===== config.mk =====
export PLATFORM = sky130hd
export DESIGN_NAME = systolic_driver
export DESIGN_NICKNAME = d
export VERILOG_FILES = /design/src/rtl/systolic_driver_pkg.sv /design/src/rtl/systolic_driver_operand_bank.sv /design/src/rtl/systolic_driver.sv
export SDC_FILE = /design/constraint.sdc
export NUM_CORES = 2
export LEC_CHECK = 0
export CAP_MARGIN = 10
export CORE_AREA = 8 8 336 338
export DETAILED_ROUTE_END_ITERATION = 16
export DIE_AREA = 0 0 344 346
export DONT_BUFFER_PORTS = 1
export PLACE_DENSITY = 0.7
export RECOVER_POWER = 50
export SLEW_MARGIN = 25
export SYNTH_ARGS = -nofsm -noshare
export SYNTH_HDL_FRONTEND = slang
export SYNTH_SLANG_ARGS = --single-unit
export TNS_END_PERCENT = 5

===== constraint.sdc =====
create_clock -name clk -period 43.9 [get_ports clk]
set_clock_uncertainty 0.1 [all_clocks]
set_input_delay 4.39 -clock clk [delete_from_list [all_inputs] [get_ports clk]]
set_output_delay 4.39 -clock clk [all_outputs]
set_load 0.005 [all_outputs]

===== src/rtl/systolic_driver_pkg.sv =====
// Shared types and sizes for the 3x3 systolic array driver.
package systolic_pkg;
   localparam int N        = 3;
   localparam int DATA_W   = 32;
   localparam int ACC_W    = 64;
   localparam int ELEM_CNT = 9;

   typedef enum logic [2:0] {
      S_IDLE   = 3'd0,
      S_CLEAR  = 3'd1,
      S_FEED   = 3'd2,
      S_DRAIN  = 3'd3,
      S_STREAM = 3'd4
   } drv_state_t;

   // Row-major element index of (r, c) in an N x N matrix.
   function automatic logic [3:0] elem_idx(input logic [1:0] r, input logic [1:0] c);
      return 4'(int'(r) * N + int'(c));
   endfunction
endpackage


===== src/rtl/systolic_driver_operand_bank.sv =====
// 3x3 operand register file: row-major write port, three read ports selecting
// either column k of each row (sel_row=1) or row k across columns (sel_row=0).
module operand_bank
   import systolic_pkg::*;
(
   input  logic                       clk,
   input  logic                       wr_en,
   input  logic [3:0]                 wr_idx,
   input  logic [DATA_W-1:0]          wr_data,
   input  logic                       sel_row,
   input  logic [1:0]                 k,
   output logic [N-1:0][DATA_W-1:0]   rd
);
   logic [ELEM_CNT-1:0][DATA_W-1:0] mem;

   // Contents survive reset so operands can be reused across runs.
   always_ff @(posedge clk) begin
      if (wr_en && wr_idx < 4'(ELEM_CNT))
         mem[wr_idx] <= wr_data;
   end

   always_comb begin
      rd = '0;
      for (int i = 0; i < N; i++)
         rd[i] = sel_row ? mem[elem_idx(2'(i), k)] : mem[elem_idx(k, 2'(i))];
   end
endmodule


===== src/rtl/systolic_driver.sv =====
// Sequencer for the 3x3 output-stationary systolic array: loads operands,
// clears, feeds, drains, captures the nine results and streams them out.
module systolic_driver
   import systolic_pkg::*;
#(
   parameter int DRAIN_CYCLES = 5
) (
   input  logic               clk,
   input  logic               rst,
   input  logic               ld_valid,
   output logic               ld_ready,
   input  logic               ld_sel,
   input  logic [3:0]         ld_idx,
   input  logic [DATA_W-1:0]  ld_data,
   input  logic               start,
   output logic               busy,
   output logic               arr_rst,
   output logic [DATA_W-1:0]  arr_a1,
   output logic [DATA_W-1:0]  arr_a2,
   output logic [DATA_W-1:0]  arr_a3,
   output logic [DATA_W-1:0]  arr_b1,
   output logic [DATA_W-1:0]  arr_b2,
   output logic [DATA_W-1:0]  arr_b3,
   input  logic [ACC_W-1:0]   arr_c1,
   input  logic [ACC_W-1:0]   arr_c2,
   input  logic [ACC_W-1:0]   arr_c3,
   input  logic [ACC_W-1:0]   arr_c4,
   input  logic [ACC_W-1:0]   arr_c5,
   input  logic [ACC_W-1:0]   arr_c6,
   input  logic [ACC_W-1:0]   arr_c7,
   input  logic [ACC_W-1:0]   arr_c8,
   input  logic [ACC_W-1:0]   arr_c9,
   output logic               res_valid,
   input  logic               res_ready,
   output logic [ACC_W-1:0]   res_data,
   output logic [3:0]         res_idx,
   output logic               res_last
);
   localparam int CNT_W = $clog2(DRAIN_CYCLES) + 1;

   drv_state_t                      state;
   logic [CNT_W-1:0]                cnt;
   logic [1:0]                      rd_k;
   logic [3:0]                      nxt_idx;
   logic                            wr_a, wr_b;
   logic [N-1:0][DATA_W-1:0]        a_col, b_row, a_q, b_q;
   logic [ELEM_CNT-1:0][ACC_W-1:0]  rbuf;

   assign wr_a    = ld_valid && state == S_IDLE && !ld_sel;
   assign wr_b    = ld_valid && state == S_IDLE &&  ld_sel;
   // Operand outputs are registered, so the banks are read one feed step ahead.
   assign rd_k    = (state == S_FEED) ? 2'(cnt + 1'b1) : 2'd0;
   assign nxt_idx = res_idx + 4'd1;

   operand_bank u_bank_a (
      .clk(clk), .wr_en(wr_a), .wr_idx(ld_idx), .wr_data(ld_data),
      .sel_row(1'b1), .k(rd_k), .rd(a_col)
   );
   operand_bank u_bank_b (
      .clk(clk), .wr_en(wr_b), .wr_idx(ld_idx), .wr_data(ld_data),
      .sel_row(1'b0), .k(rd_k), .rd(b_row)
   );

   assign {arr_a3, arr_a2, arr_a1} = a_q;
   assign {arr_b3, arr_b2, arr_b1} = b_q;

   always_ff @(posedge clk) begin
      if (rst) begin
         state     <= S_IDLE;
         cnt       <= '0;
         arr_rst   <= 1'b1;
         a_q       <= '0;
         b_q       <= '0;
         res_valid <= 1'b0;
         res_idx   <= '0;
         res_last  <= 1'b0;
         res_data  <= '0;
         busy      <= 1'b0;
         ld_ready  <= 1'b1;
      end else begin
         // Zero operands everywhere but FEED keep trailing cycles from accumulating.
         arr_rst <= 1'b0;
         a_q     <= '0;
         b_q     <= '0;
         case (state)
            S_IDLE: if (start) begin
               state    <= S_CLEAR;
               arr_rst  <= 1'b1;
               busy     <= 1'b1;
               ld_ready <= 1'b0;
            end
            S_CLEAR: begin
               state <= S_FEED;
               cnt   <= '0;
               a_q   <= a_col;
               b_q   <= b_row;
            end
            S_FEED: begin
               if (cnt == CNT_W'(N - 1)) begin
                  state <= S_DRAIN;
                  cnt   <= '0;
               end else begin
                  cnt <= cnt + 1'b1;
                  a_q <= a_col;
                  b_q <= b_row;
               end
            end
            S_DRAIN: begin
               if (cnt == CNT_W'(DRAIN_CYCLES - 1)) begin
                  state     <= S_STREAM;
                  rbuf      <= {arr_c9, arr_c8, arr_c7, arr_c6, arr_c5,
                                arr_c4, arr_c3, arr_c2, arr_c1};
                  res_valid <= 1'b1;
                  res_idx   <= '0;
                  res_last  <= 1'b0;
                  res_data  <= arr_c1;
               end else begin
                  cnt <= cnt + 1'b1;
               end
            end
            S_STREAM: if (res_ready) begin
               if (res_last) begin
                  state     <= S_IDLE;
                  res_valid <= 1'b0;
                  res_last  <= 1'b0;
                  res_idx   <= '0;
                  busy      <= 1'b0;
                  ld_ready  <= 1'b1;
               end else begin
                  res_idx  <= nxt_idx;
                  res_data <= rbuf[nxt_idx];
                  res_last <= (nxt_idx == 4'(ELEM_CNT - 1));
               end
            end
            default: state <= S_IDLE;
         endcase
      end
   end
endmodule

* Word level (Yosys, flattened, before mapping)
Index checks and enable logic that the tools add are counted.
W data, S select, Z words.
** Storage, ports and cells
- Register bits after elaboration :: 1424
- ROM bits :: 0
- Memories :: 0
- Latch bits :: 0
- RAM bits :: 0
** Cells by class
- Bitwise gates (word level) :: 1
- Shift-type cells :: 0
- Reductions and logical operators :: 18
- Multiplexer cells :: 56
- $lt $le $gt $ge :: 10
- Add/subtract/negate cells :: 6
- Eq/ne operators :: 14
- Multiply operators :: 1
- Div/mod/pow operators :: 0
** Operators with widths (count)
- $bmux W32 S4 :: 5
- $bwmux W288 :: 2
- $pmux W96 S2 :: 2
- $bmux W64 S4 :: 1
- $mux W64 :: 4
- $mux W32 :: 7
- $mux W96 :: 2
- $demux W32 S4 :: 1
- $pmux W64 S2 :: 1
- $bmux W32 S2 :: 1
- $lt A4 B5 Y1 const B :: 7
- $mux W4 :: 5
- $mux W3 :: 5
- $pmux W3 S5 :: 1
- $mux W1 :: 12
- $ne A2 B2 Y1 const B :: 6
- $pmux W4 S3 :: 1
- $reduce_and A4 Y1 :: 3
- $add A4 B1 Y4 const B :: 2
- $pmux W1 S2 :: 4
- $pmux W4 S2 :: 1
- $eq A3 B2 Y1 const B :: 2
- $logic_and A1 B1 Y1 :: 6
- $reduce_and A3 Y1 :: 2
- 22 further kinds :: 23

* Logic depth before layout (Yosys ltp)
- Depth after elaboration :: 8
- Depth in mapped cells :: 17
- Depth with buffers taken out :: 9

* By module
A second synthesis with hierarchy kept.
** Second synthesis, totals
- Cells, all modules :: 4427
- Area, all modules :: 67213.2 um^2
** Modules (own cells, without submodules)
- systolic_driver :: area each 31701.7 um^2, cells each 2049, sequential area each 22741.8 um^2, instances 1
- operand_bank (u_bank_b) :: area each 17834.6 um^2, cells each 1191, sequential area each 8648.3 um^2, instances 1
- operand_bank (u_bank_a) :: area each 17677.0 um^2, cells each 1187, sequential area each 8648.3 um^2, instances 1

* Least setup slack after synthesis
No wires, ideal clock.
- Path type :: input-to-reg
- Start :: input rst
- End :: register rbuf[0] (netlist bit) (enable)
- Arrival :: 28806 ps
- Required time :: 42267 ps
- Cell stages on the path :: 4
- Path slack :: 13461 ps
- Library setup time :: 1533 ps
- Path through :: clkbuf_1 clkbuf_1 clkbuf_1 nor2_1
** On the way
- Longest elaborated chain between the ends :: 2
** RTL lines
- start, declared :: RTL line systolic_driver.sv:9 : input logic rst,
- $not A1 Y1 (no line)
- $reduce_and A3 Y1 (no line)
- end signal, assigned :: RTL line systolic_driver.sv:111 : rbuf <= {arr_c9, arr_c8, arr_c7, arr_c6, arr_c5,
- end, declared :: RTL line systolic_driver.sv:47 : logic [ELEM_CNT-1:0][ACC_W-1:0] rbuf;
Every way passes these cells.
A chain may end at the register's enable or synchronous reset.

* Worst setup path in the final report
- Start :: register res_idx[0]
- End :: register res_data[12]
** On the way
- Longest elaborated chain between the ends :: 6
** RTL lines
- start, declared :: RTL line systolic_driver.sv:36 : output logic [3:0] res_idx,
- start signal, assigned :: RTL line systolic_driver.sv:130 : res_idx <= nxt_idx;
- $add A4 B1 Y4 :: RTL line systolic_driver.sv:53 : assign nxt_idx = res_idx + 4'd1;
- $bmux W64 S4 :: RTL line systolic_driver.sv:131 : res_data <= rbuf[nxt_idx];
- $mux W64 (implied by the code) :: RTL line systolic_driver.sv:131
- $mux W64 :: RTL line systolic_driver.sv:122 : if (res_last) begin
- $mux W64 :: RTL line systolic_driver.sv:121 : S_STREAM: if (res_ready) begin
- $pmux W64 S2 :: RTL line systolic_driver.sv:85 : case (state)
- end signal, assigned :: RTL line systolic_driver.sv:116 : res_data <= arr_c1;
- end signal, assigned :: RTL line systolic_driver.sv:131
- end, declared :: RTL line systolic_driver.sv:35 : output logic [ACC_W-1:0] res_data,
Every way passes these cells. The select of a mux whose other input is x is not followed.

==> impl_results.md <==
* Largest net degree at the start of global routing at between 150 and 200
* Top_reg_cell synth: edfxtp_1
* Pre-CTS WS at 35820 ps
* Drt total wl at 186000 µm
* Yosys reg bits at about 1400
* Worst setup SP type: flop
* Max incr delay on CP at 5950 ps
* RSZ-0062 raised after global routing: no
* Setup ws final at 30270 ps
* CP endpoint kind: flop
* Setup CP Type: reg2reg
* Sequential Power Share at roughly half
* I/O Pins at roughly 900
* Final net count at 4590
* GP Congestion at about 0.9
* Synth top area cells: edfxtp_1 (59%), dfxtp_1 (9.3%), mux4_2 (5.0%), mux2i_1 (4.8%), nand2_1 (2.7%)
* Switch share at 22.9%
* Die height at between 300 and 400 µm
* Internal power at 2.30 mW
* Top cell by count, worst path: clkbuf_1
* Lkg Pwr at between 20 and 25 nW
* Routed Antenna Nets at 0
* Area Overhead vs Synth at 10.5%
* # resized after CTS at 0
* RR Startpoint: res_idx[0]$_SDFFE_PP0P_
* Violated checks: capacitance limit, slew limit
* Via density at 6.79
* Sequential element share of the synthesized area at 68.3%
* CP endpoint: res_data[12]$_SDFFE_PP0P_
* Worst slew pin tran at between 8000 and 9000 ps
* Max cap viols at 10
* CTS buffer count at 145
* Synth top cells by count: edfxtp_1 (1152), nand2_1 (428), mux2i_1 (282), dfxtp_1 (272), nand3_1 (258)
* Worst Path Arrival at approximately 14000 ps
* Synthesized Nets at roughly 4700
* Fin. Hold Viols at 0
* Share of the synthesized area in the top cell type at 59.0%
* Worst R2R End: res_data[12]$_SDFFE_PP0P_
* HPWL after DPL at approximately 120000 µm
* Total chip power at between 2 and 3 mW
* Clk pwr share at 42.6%
* Clk root buf: clkbuf_16
* WP data required at approximately 44000 ps
* Cell Area, Synth at ~60000 µm²
* Min cycle time layout at 13630 ps
* Crit path buf inv count at 2
* Ys Warns at 0
* IO Port Bufs at 0
* R2R setup slack at between 30000 and 40000 ps
* Clk sinks at 1424
* Rel. slew slack at -462%
* Crit path max fanout at around 110
* Hold Path Class: reg2reg
* R2R depth at 6
* P per Cell Area at between 40 and 50 nW/µm²
* Insertion delay to the later sink of the worst-skew pair at 760 ps
* Buffer depth of the longest clock path at 3
* Die width at between 300 and 400 µm
* Total track usage at 30.0%
* GR Overflow Total at 0
* Crit. Startpoint: res_idx[0]$_SDFFE_PP0P_
* First-pass GRT wire length at ~260000 µm
* Placement Rows at 121
* Part of the cycle the worst path needs at 31.0%
* Max Slew Vio Count at 470
* CTS tree: yes
* FFs w/ async S/R, synth at 0%
* Core ar. at about 110000 µm²
* Setup Buffers After CTS at 0
* Switch Pwr at approximately 690 µW
* Drt pass-1 iters at 6
* H-tree depth at 4
* Cell breakdown of the critical path: ha_1 > clkbuf_1 > clkbuf_1 > mux4_2 > o2111ai_1 > a31oi_1
* Share of layout cells above drive strength 1 at a little under an eighth
* Run status: complete, but fails checks
* Number of synthesized flops with an enable pin at between 1000 and 1500
* CP Depth at 6
* Most frequent cell after synthesis: edfxtp_1
* Max Clock Freq at approximately 0.073 GHz
* Residual DRC at 0
* Die ar. at around 120000 µm²
* Vias at between 30000 and 40000
* Hold_buf cts at 0
* Starting Density at a little over half
* CP max-delay cell: clkbuf_1
* Vias in the first global route at roughly 36000
* Clock transition at path regs at around 60 ps
* Maximum vdd drop at approximately 0.039 mV
* Post-synth cell types at about 60
* Drt wl/cell at 33.5 µm
* Cells after Synth at 4103
* Combinational Power Share at under 10%
* CP delay by family, top: buffers and inverters
* Initial antenna violation count at 73
* Count of final setup violators at 0
* Leading area contributor after synthesis: edfxtp_1
* Synthesized area per cell at around 14 µm²
* DRC violation total after the first TritonRoute iteration at approximately 4600
* Setup_tns at 0 ps
* Final Util at 60.1%
## worst reg2reg max path, stage by stage, from the launching register on
cell and delay, ps:
dfxtp_1 870, ha_1 1900, clkbuf_1 5960, clkbuf_1 3140, mux4_2 910, o2111ai_1 450, a31oi_1 180
## cell type report
type	instances	area (µm²)
clock buffer	190	4000
fill	7924	43000
tap	1414	1770
clock inverter	80	916
sequential	1424	40000
multi-input combinational	2180	16800
antenna	51	128
inverter	137	532
timing repair buffer	76	602
## per-layer routing
layer	vias to the layer above	GRT usage, %	part of all wire [%]
li1	16000	-	-
met1	18900	36.0	35
met2	2325	49.4	49
met3	396	9.68	11
met4	32	13.4	4.8
met5	-	0	0.11
## power by group through the flow
| stage | Clock [mW] | Sequential [mW] | Combinational, mW |
|---|---|---|---|
| finish | 1.27 | 1.51 | 0.204 |
| global route | 1.33 | 1.51 | 0.219 |
| CTS | 1.28 | 1.51 | 0.201 |
| detailed placement | 0 | 1.54 | 0.201 |
| global placement | 0 | 1.54 | 0.197 |
| floorplan | 0 | 1.52 | 0.153 |
## state kept, by name, indices dropped and copies added, names as in the netlist, 32 cells and up
register      flops
arr_a3           32
arr_b2           32
u_bank_a.mem    288
arr_a2           32
rbuf            576
u_bank_b.mem    288
arr_b3           32
arr_a1           32
arr_b1           32
res_data         64
## worst min path at each step
stage	from	to	cells past startpoint
2_1_floorplan	ld_ready$_SDFFE_PP1P_	ld_ready$_SDFFE_PP1P_	2
3_3_place_gp	rbuf[539]$_DFFE_PP_	res_data[27]$_SDFFE_PP0P_	2
3_5_place_dp	rbuf[534]$_DFFE_PP_	res_data[22]$_SDFFE_PP0P_	2
4_1_cts	rbuf[529]$_DFFE_PP_	res_data[17]$_SDFFE_PP0P_	2
5_1_grt	rbuf[537]$_DFFE_PP_	res_data[25]$_SDFFE_PP0P_	2
6_report	rbuf[534]$_DFFE_PP_	res_data[22]$_SDFFE_PP0P_	2
## layout by cell type (no fill, tap or decap), types with 39 or more instances in the layout
master	count
nand3_1	258
inv_1	133
clkbuf_16	150
o21ai_0	73
a31oi_1	227
diode_2	51
buf_4	61
dfxtp_1	270
nand2_1	427
edfxtp_1	1152
mux4_2	131
a21oi_1	45
o211ai_1	65
a211oi_1	129
o2111ai_1	63
clkbuf_1	39
o221ai_1	95
mux2i_1	282
o311ai_0	46
and3_1	64
## kinds of logic (layout without fill, tap and decap cells)
| logic type | Yosys count | in the layout | synth area share (%) |
|---|---|---|---|
| fa+ha+maj | 8 | 8 | 0.171 |
| other cells | 0 | 51 | 0 |
| simple gates | 886 | 886 | 7.25 |
| flops | 1424 | 1424 | 68.3 |
| compound gates | 867 | 867 | 10.8 |
| xor+xnor | 3 | 3 | 0.0577 |
| buf+inv | 499 | 483 | 3.47 |
| mux | 416 | 416 | 9.91 |
## metrics by stage
step / area [µm²] / hold slack, ps / std cells
after global placement: 59700 / 382 / 5228
final: 64800 / 399 / 5552
after global routing: 64700 / 419 / 5533
after floorplan: 58600 / 362 / 4103
after detailed placement: 59800 / 393 / 5231
after CTS: 64700 / 404 / 5501
(Power assumes the default switching activity.)
